[config.mk]
export PLATFORM = sky130hd
export DESIGN_NAME = lif_spike_rate_meter
export DESIGN_NICKNAME = d
export VERILOG_FILES = /design/src/rtl/lif_spike_rate_meter.sv
export SDC_FILE = /design/constraint.sdc
export NUM_CORES = 1
export LEC_CHECK = 0
export ABC_AREA = 1
export CAP_MARGIN = 20
export CORE_ASPECT_RATIO = 1.5
export CORE_MARGIN = 4
export CORE_UTILIZATION = 61
export CTS_BUF_LIST = sky130_fd_sc_hd__clkbuf_2
export CTS_CLUSTER_SIZE = 10
export DETAILED_ROUTE_END_ITERATION = 6
export MAX_ROUTING_LAYER = met4
export PLACE_DENSITY_LB_ADDON = 0.25
export RECOVER_POWER = 50
export SYNTH_ARGS = -nofsm -noshare
export SYNTH_HDL_FRONTEND = slang
export SYNTH_SLANG_ARGS = --single-unit
export TNS_END_PERCENT = 50
[constraint.sdc]
create_clock -name clk -period 2.8 [get_ports clk]
set_clock_uncertainty 0.1 [all_clocks]
set_input_delay 0.42 -clock clk [delete_from_list [all_inputs] [get_ports clk]]
set_output_delay 0.42 -clock clk [all_outputs]
set_load 0.01 [all_outputs]
[src/rtl/lif_spike_rate_meter.sv]
// ---------------------------------------------------------------------------
// lif_spike_rate_meter
//
// Purpose:
//   Sits downstream of the LIF neuron's spike bus and turns raw spike pulses
//   into a firing-rate readout. Rising edges of "any spike bit set" are
//   counted over a programmable window of clock cycles. Each finished
//   window's count goes into a single-entry valid/ready output register,
//   along with a saturation flag. A sticky overrun flag records that an
//   unconsumed result was overwritten.
//
// Ports:
//   clk            system clock, rising edge
//   rst            asynchronous active-high reset
//   i_spike_in     spike bus; a spike is present when any bit is 1
//   i_en           run enable; low aborts a window or holds the block idle
//   i_window_len   window length in cycles, sampled only at window start
//   i_rate_ready   consumer accepts the published rate
//   i_clear_flags  clears the sticky overrun flag
//   o_rate         spike count of the last completed window
//   o_rate_sat     that count saturated
//   o_rate_valid   o_rate/o_rate_sat hold an unconsumed result
//   o_overrun      sticky: an unconsumed result was overwritten
//   o_busy         high while a window is being counted
// ---------------------------------------------------------------------------
module lif_spike_rate_meter #(
    parameter int WIN_W = 16,
    parameter int CNT_W = 8
) (
    input  logic             clk,
    input  logic             rst,
    input  logic [7:0]       i_spike_in,
    input  logic             i_en,
    input  logic [WIN_W-1:0] i_window_len,
    input  logic             i_rate_ready,
    input  logic             i_clear_flags,
    output logic [CNT_W-1:0] o_rate,
    output logic             o_rate_sat,
    output logic             o_rate_valid,
    output logic             o_overrun,
    output logic             o_busy
);

    typedef enum logic {
        IDLE  = 1'b0,
        COUNT = 1'b1
    } state_t;

    state_t           r_state;
    state_t           w_nextState;
    logic [WIN_W-1:0] r_timer;
    logic [WIN_W-1:0] w_timerNext;
    logic [CNT_W-1:0] r_cnt;
    logic [CNT_W-1:0] w_cntLoad;
    logic             r_sat;
    logic             w_satLoad;
    logic             r_prevAny;

    logic             w_any;
    logic             w_event;
    logic             w_cntMax;
    logic [CNT_W-1:0] w_cntNext;
    logic             w_satNext;
    logic             w_lenNonZero;
    logic             w_publish;
    logic             w_overrunSet;

    // Onset detection: a level held high only counts on its first cycle,
    // even across window boundaries and idle gaps, because r_prevAny is
    // tracked in every state.
    assign w_any        = |i_spike_in;
    assign w_event      = w_any & ~r_prevAny;
    assign w_cntMax     = (r_cnt == {CNT_W{1'b1}});
    assign w_cntNext    = w_cntMax ? r_cnt : (r_cnt + CNT_W'(w_event));
    assign w_satNext    = r_sat | (w_cntMax & w_event);
    assign w_lenNonZero = (i_window_len != '0);

    assign o_busy = (r_state == COUNT);

    // Next-state and window-counter logic. The last sample cycle publishes
    // and reloads in the same edge, so back-to-back windows have no gap.
    always_comb begin
        w_nextState = r_state;
        w_timerNext = r_timer;
        w_cntLoad   = r_cnt;
        w_satLoad   = r_sat;
        w_publish   = 1'b0;
        unique case (r_state)
            IDLE: begin
                if (i_en && w_lenNonZero) begin
                    w_nextState = COUNT;
                    w_timerNext = i_window_len - WIN_W'(1);
                    w_cntLoad   = '0;
                    w_satLoad   = 1'b0;
                end
            end
            COUNT: begin
                if (!i_en) begin
                    // Abort: the partial count is simply abandoned.
                    w_nextState = IDLE;
                end else if (r_timer != '0) begin
                    w_timerNext = r_timer - WIN_W'(1);
                    w_cntLoad   = w_cntNext;
                    w_satLoad   = w_satNext;
                end else begin
                    w_publish = 1'b1;
                    if (w_lenNonZero) begin
                        w_timerNext = i_window_len - WIN_W'(1);
                        w_cntLoad   = '0;
                        w_satLoad   = 1'b0;
                    end else begin
                        w_nextState = IDLE;
                    end
                end
            end
            default: w_nextState = IDLE;
        endcase
    end

    // State, window timer, counter and onset-history registers.
    always_ff @(posedge clk or posedge rst) begin
        if (rst) begin
            r_state   <= IDLE;
            r_timer   <= '0;
            r_cnt     <= '0;
            r_sat     <= 1'b0;
            r_prevAny <= 1'b0;
        end else begin
            r_state   <= w_nextState;
            r_timer   <= w_timerNext;
            r_cnt     <= w_cntLoad;
            r_sat     <= w_satLoad;
            r_prevAny <= w_any;
        end
    end

    // Overwriting a result that has not been taken raises overrun; a
    // publish that coincides with a transfer is a clean hand-over.
    assign w_overrunSet = w_publish & o_rate_valid & ~i_rate_ready;

    // Single-entry output register with valid/ready handshake and the
    // sticky overrun flag (a new overrun beats a clear on the same edge).
    always_ff @(posedge clk or posedge rst) begin
        if (rst) begin
            o_rate       <= '0;
            o_rate_sat   <= 1'b0;
            o_rate_valid <= 1'b0;
            o_overrun    <= 1'b0;
        end else begin
            if (w_publish) begin
                o_rate       <= w_cntNext;
                o_rate_sat   <= w_satNext;
                o_rate_valid <= 1'b1;
            end else if (o_rate_valid && i_rate_ready) begin
                o_rate_valid <= 1'b0;
            end
            o_overrun <= w_overrunSet | (o_overrun & ~i_clear_flags);
        end
    end

endmodule

Yosys cells after proc, flatten, opt, wreduce, memory -nomap -nowiden
Cells that the tools add are included.
{"block": "totals", "register_bits": 38, "in_bits": 29}
{"block": "classes", "n_eq_ne": 4, "n_reduce_logical": 7, "bitwise": 11, "mux": 26, "add_sub_neg": 3}
{"op": "$mux W16", "count": 4}
{"op": "$mux W8", "count": 5}
{"op": "$pmux W16 S2", "count": 1}
{"op": "$reduce_bool A16 Y1", "count": 2}
{"op": "$sub A16 B1 Y16 const B", "count": 2}
{"op": "$pmux W8 S2", "count": 1}
{"op": "$mux W1", "count": 13}
{"op": "$add A8 B1 Y8", "count": 1}
{"op": "$eq A8 B8 Y1 const B", "count": 1}
{"op": "$reduce_or A8 Y1", "count": 1}
{"op": "$and A1 B1 Y1", "count": 5}
{"op": "$ne A2 B2 Y1 const B", "count": 2}
{"op": "$not A1 Y1", "count": 4}
{"op": "$pmux W1 S2", "count": 2}
{"op": "$ne A3 B1 Y1 const B", "count": 1}
{"op": "$reduce_and A3 Y1", "count": 1}
{"op": "$logic_and A1 B1 Y1", "count": 2}
{"op": "$or A1 B1 Y1", "count": 2}
{"op": "$reduce_bool A2 Y1", "count": 1}

Logic depth before layout (Yosys ltp)
Gate-level depths: netlist of the first run.
{"block": "depth", "ltp_word": 7, "mapped_depth": 13}

Worst setup path after synthesis of the first run
Ideal clock, no wire load.
{"block": "synth_path", "path_kind": "input to register", "from": "input i_spike_in[1]", "to": "register r_cnt[6]", "path_slack_ns": 1.003, "setup_ns": 0.126, "path_stages": 13, "path_buffers": 0, "arrival_ns": 1.571, "cell_sequence": "nor2_1 -> nand4_1 -> inv_1 -> nor2_1 -> ha_1 -> ha_1 -> inv_1 -> nor2_1 -> nand3_1 -> nand2_1 -> nand3_1 -> nand2_1 -> o21ai_0"}
{"block": "synth_via", "elab_chain_cells": 7}
{"item": "start: declaration", "line": "32", "text": "input logic [7:0] i_spike_in,"}
{"item": "$reduce_or A8 Y1", "line": "71", "text": "assign w_any = |i_spike_in;"}
{"item": "named net w_any", "line": "59", "text": "logic w_any;"}
{"item": "$and A1 B1 Y1", "line": "72", "text": "assign w_event = w_any & ~r_prevAny;"}
{"item": "$add A8 B1 Y8", "line": "74", "text": "assign w_cntNext = w_cntMax ? r_cnt : (r_cnt + CNT_W'(w_event));"}
{"item": "$mux W8", "line": "74"}
{"item": "$mux W8", "line": "101", "text": "end else if (r_timer != '0) begin"}
{"item": "$mux W8", "line": "98", "text": "if (!i_en) begin"}
{"item": "$pmux W8 S2", "line": "88", "text": "unique case (r_state)"}
{"item": "end signal: assignment", "line": "131", "text": "r_cnt <= w_cntLoad;"}
{"item": "end: declaration", "line": "53", "text": "logic [CNT_W-1:0] r_cnt;"}
The timed path passes the listed nets, and every way through them passes these cells. The select of a mux whose other input is x is not followed.
A chain may end at the register's enable or synchronous reset.

Final worst setup path of the first run
{"block": "layout_path", "from": "input i_spike_in[3]", "to": "register o_rate[4]"}
{"block": "layout_via", "elab_chain_cells": 4}
{"item": "$reduce_or A8 Y1", "line": "71"}
{"item": "named net w_any", "line": "59"}
{"item": "$and A1 B1 Y1", "line": "72"}
{"item": "$add A8 B1 Y8", "line": "74"}
{"item": "$mux W8", "line": "74"}
{"item": "end signal: assignment", "line": "151", "text": "o_rate <= w_cntNext;"}
{"item": "end: declaration", "line": "37", "text": "output logic [CNT_W-1:0] o_rate,"}
The timed path passes the listed nets, and every way through them passes these cells.

==> summary.md, run 1 <==
| Metric | Value |
|---|---|
| Critical path, cell by cell | dlygate4sd3_1 > nor2_1 > nand4_1 > inv_1 > nor2_1 > ha_1 > ha_1 > inv_1 > nor2_1 > xor2_1 > nor2_1 > o21ai_0 |
| Ports | 41 |
| Synth Area per Inst | roughly 6.5 um2 |
| Gr usage total | 0.266 |
| Die ar. | between 5000 and 6000 um2 |
| Synth top area share | 0.353 |
| DP HPWL | between 5 and 6 mm |
| First-pass GRT wire length | 11.7 mm |
| Synth area leader | dfrtp_1 |
| Post-synthesis async set-or-reset flop share | 1.00 |
| DRC viols | 0 |
| Initial antenna violation count | 0 |
| ANT nets after route | 0 |
| Row count | 29 |
| Crit-path leading delay family | buffers and inverters |
| TritonCTS Buffers | 5 |
| Design Area, Final | about 3200 um2 |
| CP arrival | 2.37 ns |
| Ranking of synthesized cells by area | dfrtp_1 (35%), nand2_1 (21%), nor2_1 (8.8%) |
| Setup Viol. Count Final | 0 |
| Final Hold Vio Count | 0 |
| Ant. Diodes | 0 |
| GPL Wtd Cong | slightly above 1 |
| CP startpoint kind | primary input |
| Drt initial violations | between 100 and 150 |
| Worst setup EP type | flip-flop |
| Hold_buf cts | 0 |
| Setup TNS | 0 ns |
| Worst-path clk slew | around 0.22 ns |
| Cell area power density | approximately 420 nW/um2 |
| Routed length per instance | about 13 um |
| H-tree depth | 2 |
| Synthesized area | around 2700 um2 |
| Core Box Area | approximately 4200 um2 |
| CTS tree | built |
| Final Cycle Share | 0.758 |
| #FFs+latches synth | 38 |
| Status | finished clean |
| # fillers | 365 |
| Hold Crit Class | reg2reg |
| Post-CTS setup buffers | 0 |
| CTS root buffer | clkbuf_2 |
| Die W | roughly 62 um |
| Setup Crit Path Kind | in2reg |
| Die height | about 89 um |
| Final critical-path required period | 2.12 ns |
| TritonRoute pass-1 iters | 4 |
| Largest fanout on the critical path | 3 |
| Most used DFF post-synth | dfrtp_1 |
| Cell repeated most along the worst path | nor2_1 |
| Worst endpoint required time | about 3.1 ns |
| Total grt overflow | 0 |
| Slew Viols, Final | 0 |
| Clock buffer depth | 2 |
| Via count | 2692 |
| Clock sinks | 38 |
| CP Buf/Inv Count | 3 |
| Area Growth Syn to Fin | 17.3% |
| RSZ-0062 raised after global routing | false |
| Number of synthesis warnings | 0 |
| Leakage | around 0.0016 uW |
| Largest net degree at the start of global routing | 39 |
| Mapped Nets | ~450 |
| Via density per instance | 5.35 |
| Register area share after synthesis | 0.353 |
| Peak VDD IR | 0.000360 V |
| Placed inst area | ~3100 um2 |
| Post_cts resized | 0 |
| Vias in the first global route | around 2700 |
| Port-buffer cells | 40 |
| Ratio of cells with drive above 1 in the final layout | 0.0503 |
| Initial Utilization | 0.635 |
| Routed WL | between 6 and 7 mm |
| Crit-path slowest cell | dlygate4sd3_1 |
| Post-synth EDFFs | 0 |
| Max incr delay on CP | 0.52 ns |
| Maximum capacitance violations | 0 |
| Slew HR | 0.510 |
| Slew at the pin closest to its max-slew limit | about 0.73 ns |
| Post-Syn Instances | 413 |
| Fin nets | 491 |
| Peak Freq | between 400 and 500 MHz |
| Skew-Pair Late Insertion Delay | roughly 0.41 ns |
| Unique masters post-synth | 28 |
[synth_stat cells, types with 2 or more instances]
library cell and number:
nor2_1 63, dfrtp_1 38, nand3b_1 5, a21oi_1 2
xnor2_1 7, ha_1 6, inv_1 48, nor3_1 5
nand2_4 2, or2_2 2, nand2_1 153, o21ai_0 11
nand3_1 39, buf_6 2, o21ai_2 4, buf_2 2
o22ai_1 2, buf_4 2, nand4_1 5, xor2_1 6
nor2_4 2
[routing by layer]
metal | vias to the layer above | wire length [um] | track usage
li1 | 1375 | - | -
met3 | 23 | 239 | 0.0352
met2 | 81 | 3690 | 0.503
met5 | - | 0 | -
met1 | 1213 | 2420 | 0.262
met4 | 0 | 235 | 0.147
[worst reg2reg max path, stage by stage, from the launching register on]
cell	delay, ns
dfrtp_1	0.46
inv_1	0.09
ha_1	0.14
inv_1	0.04
nor2_1	0.16
and2_1	0.20
nand3_4	0.13
nor2_4	0.15
inv_1	0.26
nand2_1	0.16
o21ai_2	0.06
[state kept, by name, summed over array words and instances, names as in the netlist]
register / flops
o_rate_valid: 1
o_rate: 8
r_timer: 16
r_cnt: 8
r_prevAny: 1
o_rate_sat: 1
o_busy: 1
o_overrun: 1
r_sat: 1
[metrics by stage]
stage	hold WS [ns]	setup slack, ns	utilization	total power (uW)	instances
global route	0.401	0.517	0.745	1420	503
floorplan	0.349	1.00	-	945	413
global placement	0.363	0.385	0.736	1060	495
finish	0.403	0.679	0.745	1320	503
CTS	0.324	0.712	0.745	1310	503
detailed placement	0.365	0.294	0.736	1070	495
[final cells by class]
| class | count | area, um2 | area share |
|---|---|---|---|
| Multi-Input combinational cell | 319 | 1510 | 0.476 |
| Sequential cell | 38 | 951 | 0.301 |
| Timing Repair Buffer | 42 | 415 | 0.131 |
| Inverter | 50 | 193 | 0.0609 |
| Tap cell | 46 | 57.6 | 0.0182 |
| Clock buffer | 5 | 25.0 | 0.00791 |
| Clock inverter | 3 | 16.3 | 0.00514 |
[kinds of logic (layout without fill, tap and decap cells)]
| logic type | Yosys count | after routing | synth area share |
|---|---|---|---|
| AND/OR/NAND/NOR | 279 | 279 | 0.440 |
| XOR/XNOR | 13 | 13 | 0.0422 |
| flip-flops | 38 | 38 | 0.353 |
| AO/OA/AOI/OAI | 21 | 21 | 0.0482 |
| adder cells (fa/ha/maj) | 6 | 6 | 0.0278 |
| buffers and inverters | 56 | 100 | 0.0890 |
[report_power, final]
part           internal [uW]  switching (uW)  total, uW  leakage [uW]
clock network           56.9             194        251     0.0000264
registers                603            68.5        671      0.000490
logic                    157             240        396       0.00109
[path summary, 6_finish.rpt]
path,slack [ns],startpoint,cells past startpoint,endpoint
max,0.68,i_spike_in[3],12,o_rate[4]
min,0.40,o_rate[2],2,o_rate[2]
max reg2reg,0.72,r_timer[0],10,o_rate[0]
min reg2reg,0.40,o_rate[2],2,o_rate[2]
max in group asynchronous,1.81,rst,3,o_rate[0]
min in group asynchronous,0.43,rst,3,r_timer[2]
[placed cells by master (no fill, tap or decap), types with 7 or more instances in the layout]
cell type        count
dfrtp_1             38
clkdlybuf4s50_1     34
xnor2_1              7
nor2_1              63
o21ai_0             11
nand2_1            153
inv_1               49
nand3_1             39
Power figures use the tool's default switching activity.
==> inputs of run 2 (changes only) <==
--- a/config.mk
+++ b/config.mk
@@ -9,7 +9,7 @@
 export CAP_MARGIN = 20
 export CORE_ASPECT_RATIO = 1.5
 export CORE_MARGIN = 4
-export CORE_UTILIZATION = 61
+export CORE_UTILIZATION = 56
 export CTS_BUF_LIST = sky130_fd_sc_hd__clkbuf_2
 export CTS_CLUSTER_SIZE = 10
 export DETAILED_ROUTE_END_ITERATION = 6
==> constraint.sdc (replaced) <==
create_clock -name clk -period 2.2 [get_ports clk]
set_clock_uncertainty 0.1 [all_clocks]
set_input_delay 0.33 -clock clk [delete_from_list [all_inputs] [get_ports clk]]
set_output_delay 0.33 -clock clk [all_outputs]
set_load 0.01 [all_outputs]
==> run 2 against run 1 <==
Net effect:
- routed wire length up 2.1%
- highest routed layer unchanged
- hold slack worse by 0.034 ns
- sequential share of layout area down 1.8 points
- critical endpoint is now r_timer[3]
- via count up 4.5%
- die area up 7.9%
- clock power up 73%
- largest cell class unchanged
- global-route usage down 2.0 points
==> summary.md, run 2 (synthesis gave the netlist of run 1 again) <==
| Metric | Value |
|---|---|
| Status | finished clean |
| Power, Total | 1810 uW (+37%) |
| Row count | 30 (+3.4%) |
| CTS root buffer | clkbuf_2 |
| Top reg by flops | r_timer |
| Final critical-path required period | 2.03 ns |
| TritonCTS Buffers | 5 (unchanged) |
| PnR worst setup slack | 0.169 ns (-0.509 ns) |
| Setup Crit Path Kind | reg2reg |
| Cell repeated most along the worst path | inv_1 |
| Ant. Diodes | 0 (unchanged) |
| TritonRoute pass-1 iters | 4 (unchanged) |
| Die ar. | 6010 um2 (+7.9%) |
| Critical path, cell by cell | inv_1 > ha_1 > inv_1 > nor2_1 > and2_1 > nand3_4 > nand2_2 > o21ai_0 > nand3_1 > nand2_1 |
| Gr usage total | 0.246 (-0.0200) |
| Ratio of cells with drive above 1 in the final layout | 0.0924 (+0.0421) |
| Max incr delay on CP | 0.46 ns (-0.06 ns) |
| Largest register FFs | 16 (unchanged) |
| CTS tree | built |
| Final Cycle Share | 0.923 |
| Via density per instance | 5.21 (-2.7%) |
| RSZ-0062 raised after global routing | false |
| H-tree depth | 2 (unchanged) |
| Drt initial violations | 177 (+19%) |
| Largest net degree at the start of global routing | 39 (unchanged) |
| First-pass GRT wire length | 11.5 mm (-1.6%) |
| Commonest non-fill, non-tap cell in the layout | nand2_1 |
| Die height | 93.0 um (+4.0%) |
| Maximum capacitance violations | 0 (unchanged) |
| Peak VDD IR | 0.000328 V (-8.9%) |
| Area Growth Syn to Fin | 24.7% |
| CP arrival | 2.24 ns (-0.13 ns) |
| Most frequent cells in the layout | nand2_1 (153), nor2_1 (63), inv_1 (48), nand3_1 (39), dfrtp_1 (38) |
| Pre-CTS setup slack | -0.278 ns (-0.572 ns) |
| Slew Viols, Final | 0 (unchanged) |
| GPL Wtd Cong | 0.897 (-11%) |
| Post-CTS setup buffers | 0 (unchanged) |
| Port-buffer cells | 40 (unchanged) |
| Setup Viol. Count Final | 0 (unchanged) |
| Hold Crit Class | in2reg |
| Largest fanout on the critical path | 16 (+13) |
| Core Box Area | 4580 um2 (+7.9%) |
| Via count | 2812 (+4.5%) |
| Slew at the pin closest to its max-slew limit | 0.953 ns (+0.223 ns) |
| Vias in the first global route | 2807 (+2.7%) |
| Initial antenna violation count | 0 (unchanged) |
| Worst endpoint required time | 2.41 ns (-0.64 ns) |
| Final Hold Vio Count | 0 (unchanged) |
| Routed length per instance | 12.5 um (-4.9%) |
| ANT nets after route | 0 (unchanged) |
| Die W | 64.7 um (+3.8%) |
| Clock buffer depth | 2 (unchanged) |
| Total grt overflow | 0 (unchanged) |
| Peak Freq | roughly 500 MHz |
| DRC viols | 0 (unchanged) |
| Initial Utilization | 0.589 (-0.0464) |
| Post_cts resized | 0 (unchanged) |
| Clock sinks | 38 (unchanged) |
| CP startpoint kind | flip-flop |
| Hold_buf cts | 0 (unchanged) |
| Routed WL | 6.73 mm (+2.1%) |
| Slew HR | 0.365 (-0.145) |
| Ports | 41 (unchanged) |
| Leakage | 0.00172 uW (+7.3%) |
| Cell area power density | 539 nW/um2 (+29%) |
| Skew-Pair Late Insertion Delay | 0.40 ns (about the same) |
| Crit-path slowest cell | dfrtp_1 |
| Worst-path clk slew | 0.21 ns (about the same) |
| Worst setup EP type | flip-flop |
| Fin nets | 510 (+3.9%) |
| DP HPWL | 5.40 mm (+4.0%) |
| Biggest regs | r_timer x16, o_rate x8, r_cnt x8 |
## run 2: power breakdown
part	leakage, uW	switching, uW	internal (uW)
Clock	0.0000427	245	189
Combinational	0.00119	307	221
Sequential	0.000490	84.3	767
## run 2: worst paths after layout
kind | start | end | slack, ns | cells past startpoint
setup / recovery | r_timer[0] | r_timer[3] | 0.17 | 10
hold / removal | i_clear_flags | o_overrun | 0.37 | 2
setup reg to reg | r_timer[0] | r_timer[3] | 0.17 | 10
hold reg to reg | r_timer[1] | r_timer[1] | 0.41 | 2
max in group asynchronous | rst | o_rate[2] | 0.87 | 3
min in group asynchronous | rst | o_rate_sat | 0.51 | 3
## run 2: area by class of cell
| cell class | instances | area (um2) |
|---|---|---|
| Clock buffer | 5 | 25.0 |
| Clock inverter | 3 | 40.0 |
| Fill cell | 395 | 1220 |
| Inverter | 50 | 193 |
| Multi-Input combinational cell | 319 | 1510 |
| Sequential cell | 38 | 951 |
| Tap cell | 64 | 80.1 |
| Timing Repair Buffer | 61 | 568 |
## run 2: routing by layer
metal  GRT usage  wire, um  up-vias
li1            -         -     1408
met1       0.224      2420     1295
met2       0.473      3750       81
met3      0.0361       228       28
met4       0.141       329        0
met5           -         0        -
## run 2: per-stage QoR
step / hold slack [ns] / cell area [um2] / instances / utilization / setup TNS (ns)
after floorplan: 0.324 / 2700 / 413 / - / 0
after global placement: 0.361 / 3290 / 531 / 0.719 / -1.20
after detailed placement: 0.365 / 3300 / 532 / 0.721 / -1.71
after CTS: 0.217 / 3370 / 540 / 0.735 / 0
after global routing: 0.362 / 3360 / 540 / 0.734 / 0
final: 0.369 / 3360 / 540 / 0.734 / 0
## run 2: critical path: cells and delay by family (launching register included)
family / cells / cell delay (ns)
AND/OR/NAND/NOR: 6 / 0.93
flip-flops: 1 / 0.46
AO/OA/AOI/OAI: 1 / 0.17
adder cells (fa/ha/maj): 1 / 0.15
buffers and inverters: 2 / 0.13
==> inputs of run 3 (changes only) <==
--- a/config.mk
+++ b/config.mk
@@ -10,7 +10,7 @@
 export CORE_ASPECT_RATIO = 1.5
 export CORE_MARGIN = 4
 export CORE_UTILIZATION = 56
-export CTS_BUF_LIST = sky130_fd_sc_hd__clkbuf_2
+export CTS_BUF_LIST = sky130_fd_sc_hd__clkbuf_4 sky130_fd_sc_hd__clkbuf_8
 export CTS_CLUSTER_SIZE = 10
 export DETAILED_ROUTE_END_ITERATION = 6
 export MAX_ROUTING_LAYER = met4
==> run 3 against run 2 <==
Net effect:
- via count decreased by 0.18%
- critical path depth increased by 4
- utilization increased by 1.1 points
- global-route usage increased by 0.052 points
- critical endpoint is now r_cnt[6]
- largest cell class unchanged
==> summary.md, run 3 (synthesis gave the netlist of run 1 again) <==
| Metric | Value |
|---|---|
| Routed length per instance | 12.5 um (+0.12%) |
| Final std cells w/o fill | 540 (unchanged) |
| Hold Crit Class | reg2reg |
| Initial antenna violation count | 0 (unchanged) |
| Slew HR | 0.367 (+0.00194) |
| Maximum capacitance violations | 0 (unchanged) |
| Ratio of cells with drive above 1 in the final layout | 0.0987 (+0.00630) |
| Ant. Diodes | 0 (unchanged) |
| PnR worst setup slack | 0.118 ns (-0.0508 ns) |
| CTS tree | built |
| Setup Crit Path Kind | in2reg |
| Commonest non-fill, non-tap cell in the layout | nand2_1 |
| Crit-path leading delay family | simple AND/OR/NAND/NOR gates |
| DP HPWL | 5.40 mm (unchanged) |
| Critical Path Start | i_spike_in[3] |
| Most frequent cells in the layout | nand2_1 (153), nor2_1 (61), inv_1 (48), nand3_1 (39), dfrtp_1 (38) |
| Die W | 64.7 um (unchanged) |
| Die ar. | 6010 um2 (unchanged) |
| Slew at the pin closest to its max-slew limit | 0.950 ns (-0.00291 ns) |
| Setup Viol. Count Final | 0 (unchanged) |
| Biggest regs | r_timer x16, o_rate x8, r_cnt x8 |
| Crit-path slowest cell | clkdlybuf4s50_1 |
| CP startpoint kind | primary input |
| CP Buf/Inv Count | 3 (+1) |
| Reg2reg start | r_timer[0] |
| Cell area power density | 576 nW/um2 (+6.9%) |
| Cells on worst reg2reg path | 10 (unchanged) |
| Final critical-path required period | 2.08 ns (+0.0508 ns) |
| Worst-path clk slew | 0.08 ns (-0.13 ns) |
| Clock buffer depth | 2 (unchanged) |
| Critical path, cell by cell | clkdlybuf4s50_1 > nor2_1 > nand4_1 > inv_1 > nor2_2 > ha_2 > ha_1 > inv_1 > nor2_2 > nand3_1 > nand2_1 > nand3_1 > nand2_1 > o21ai_0 |
| Via count | 2807 (-0.18%) |
| CP endpoint | r_cnt[6] |
| Peak Freq | 480 MHz (-2.4%) |
| Drt initial violations | 183 (+3.4%) |
| CTS root buffer | clkbuf_8 |
| Hold Worst Slack | 0.385 ns (+0.0162 ns) |
| Largest net degree at the start of global routing | 39 (unchanged) |
| Largest fanout on the critical path | 3 (-13) |
| Core Box Area | 4580 um2 (unchanged) |
| Top reg by flops | r_timer |
| Area Growth Syn to Fin | 26.6% |
| Worst R2R Setup Slack | 0.18 ns (about the same) |
| Status | finished clean |
| Post-CTS setup buffers | 0 (unchanged) |
| Gr usage total | 0.247 (+0.000519) |
| Total grt overflow | 0 (unchanged) |
| Worst setup EP type | flip-flop |
| Final Hold Vio Count | 0 (unchanged) |
| # fillers | 382 (-3.3%) |
| TritonCTS Buffers | 5 (unchanged) |
| Ports | 41 (unchanged) |
| Initial Utilization | 0.589 (unchanged) |
| Vias in the first global route | 2804 (-0.11%) |
| H-tree depth | 2 (unchanged) |
| Routed WL | 6.73 mm (+0.12%) |
| Leakage | 0.00173 uW (+0.46%) |
| Slew Viols, Final | 0 (unchanged) |
| DRC viols | 0 (unchanged) |
| Skew-Pair Late Insertion Delay | 0.29 ns (-0.11 ns) |
| First-pass GRT wire length | 11.4 mm (-0.90%) |
| Peak VDD IR | 0.000328 V (about the same) |
| Fin nets | 510 (unchanged) |
| Pre-CTS setup slack | -0.278 ns (unchanged) |
| CP arrival | 2.16 ns (-0.08 ns) |
| Port-buffer cells | 40 (unchanged) |
| ANT nets after route | 0 (unchanged) |
| Final Cycle Share | 0.946 (+0.0231) |
| TritonRoute pass-1 iters | 5 (+1) |
| Max incr delay on CP | 0.46 ns (about the same) |
| Via density per instance | 5.20 (-0.18%) |
| Cells after DPL | 532 (unchanged) |
| GPL Wtd Cong | 0.897 (unchanged) |
| Die height | 93.0 um (unchanged) |
| R2R Path End | r_timer[14] |
| Crit path depth | 14 (+4) |
| Clock sinks | 38 (unchanged) |
| Row count | 30 (unchanged) |
| Worst endpoint required time | 2.28 ns (-0.13 ns) |
| Setup TNS | 0 ns (unchanged) |
| Largest register FFs | 16 (unchanged) |
[run 3: per-stage QoR]
stage	area (um2)	util	total power [uW]
6_report	3410	0.746	1970
5_1_grt	3410	0.746	2080
4_1_cts	3410	0.745	1970
3_5_place_dp	3300	0.721	1390
3_3_place_gp	3290	0.719	1370
2_1_floorplan	2700	-	1200
[run 3: routing by layer]
layer	wire (um)	track usage	up-vias
met5	0	-	-
met4	362	0.169	0
met3	264	0.0373	28
met2	3760	0.466	83
met1	2350	0.219	1287
li1	-	-	1409
[run 3: layout make-up]
type	instances	area (um2)	area share
clock inverters	3	40.0	0.0117
clock buffers	5	68.8	0.0202
flip-flops and latches	38	951	0.278
repair buffers	61	568	0.166
multi-input cells	319	1510	0.443
inverters	50	193	0.0564
well taps	64	80.1	0.0235
[run 3: worst min-delay path, cell delays in order (launching register included)]
cell     delay [ns]
dfrtp_1        0.35
nand2_1        0.06
nand2_1        0.05
[run 3: worst min path at each step]
stage,from,to,slack [ns],cells past startpoint
final,r_timer[1],r_timer[1],0.38,2
after global routing,r_timer[1],r_timer[1],0.40,2
after CTS,rst,o_rate_sat,0.37,3
after detailed placement,r_timer[1],r_timer[1],0.36,2
after global placement,o_rate[7],o_rate[7],0.36,2
after floorplan,i_clear_flags,o_overrun,0.32,1
[run 3: report_power, final]
group / leakage, uW / switching (uW) / internal (uW)
Clock: 0.0000579 / 256 / 334
Sequential: 0.000490 / 83.7 / 767
Combinational: 0.00118 / 305 / 221
[run 3: timing repair]
item,CTS,global route
gates resized for setup,0,3
endpoints found under the setup margin,0,4
hold buffers,0,0
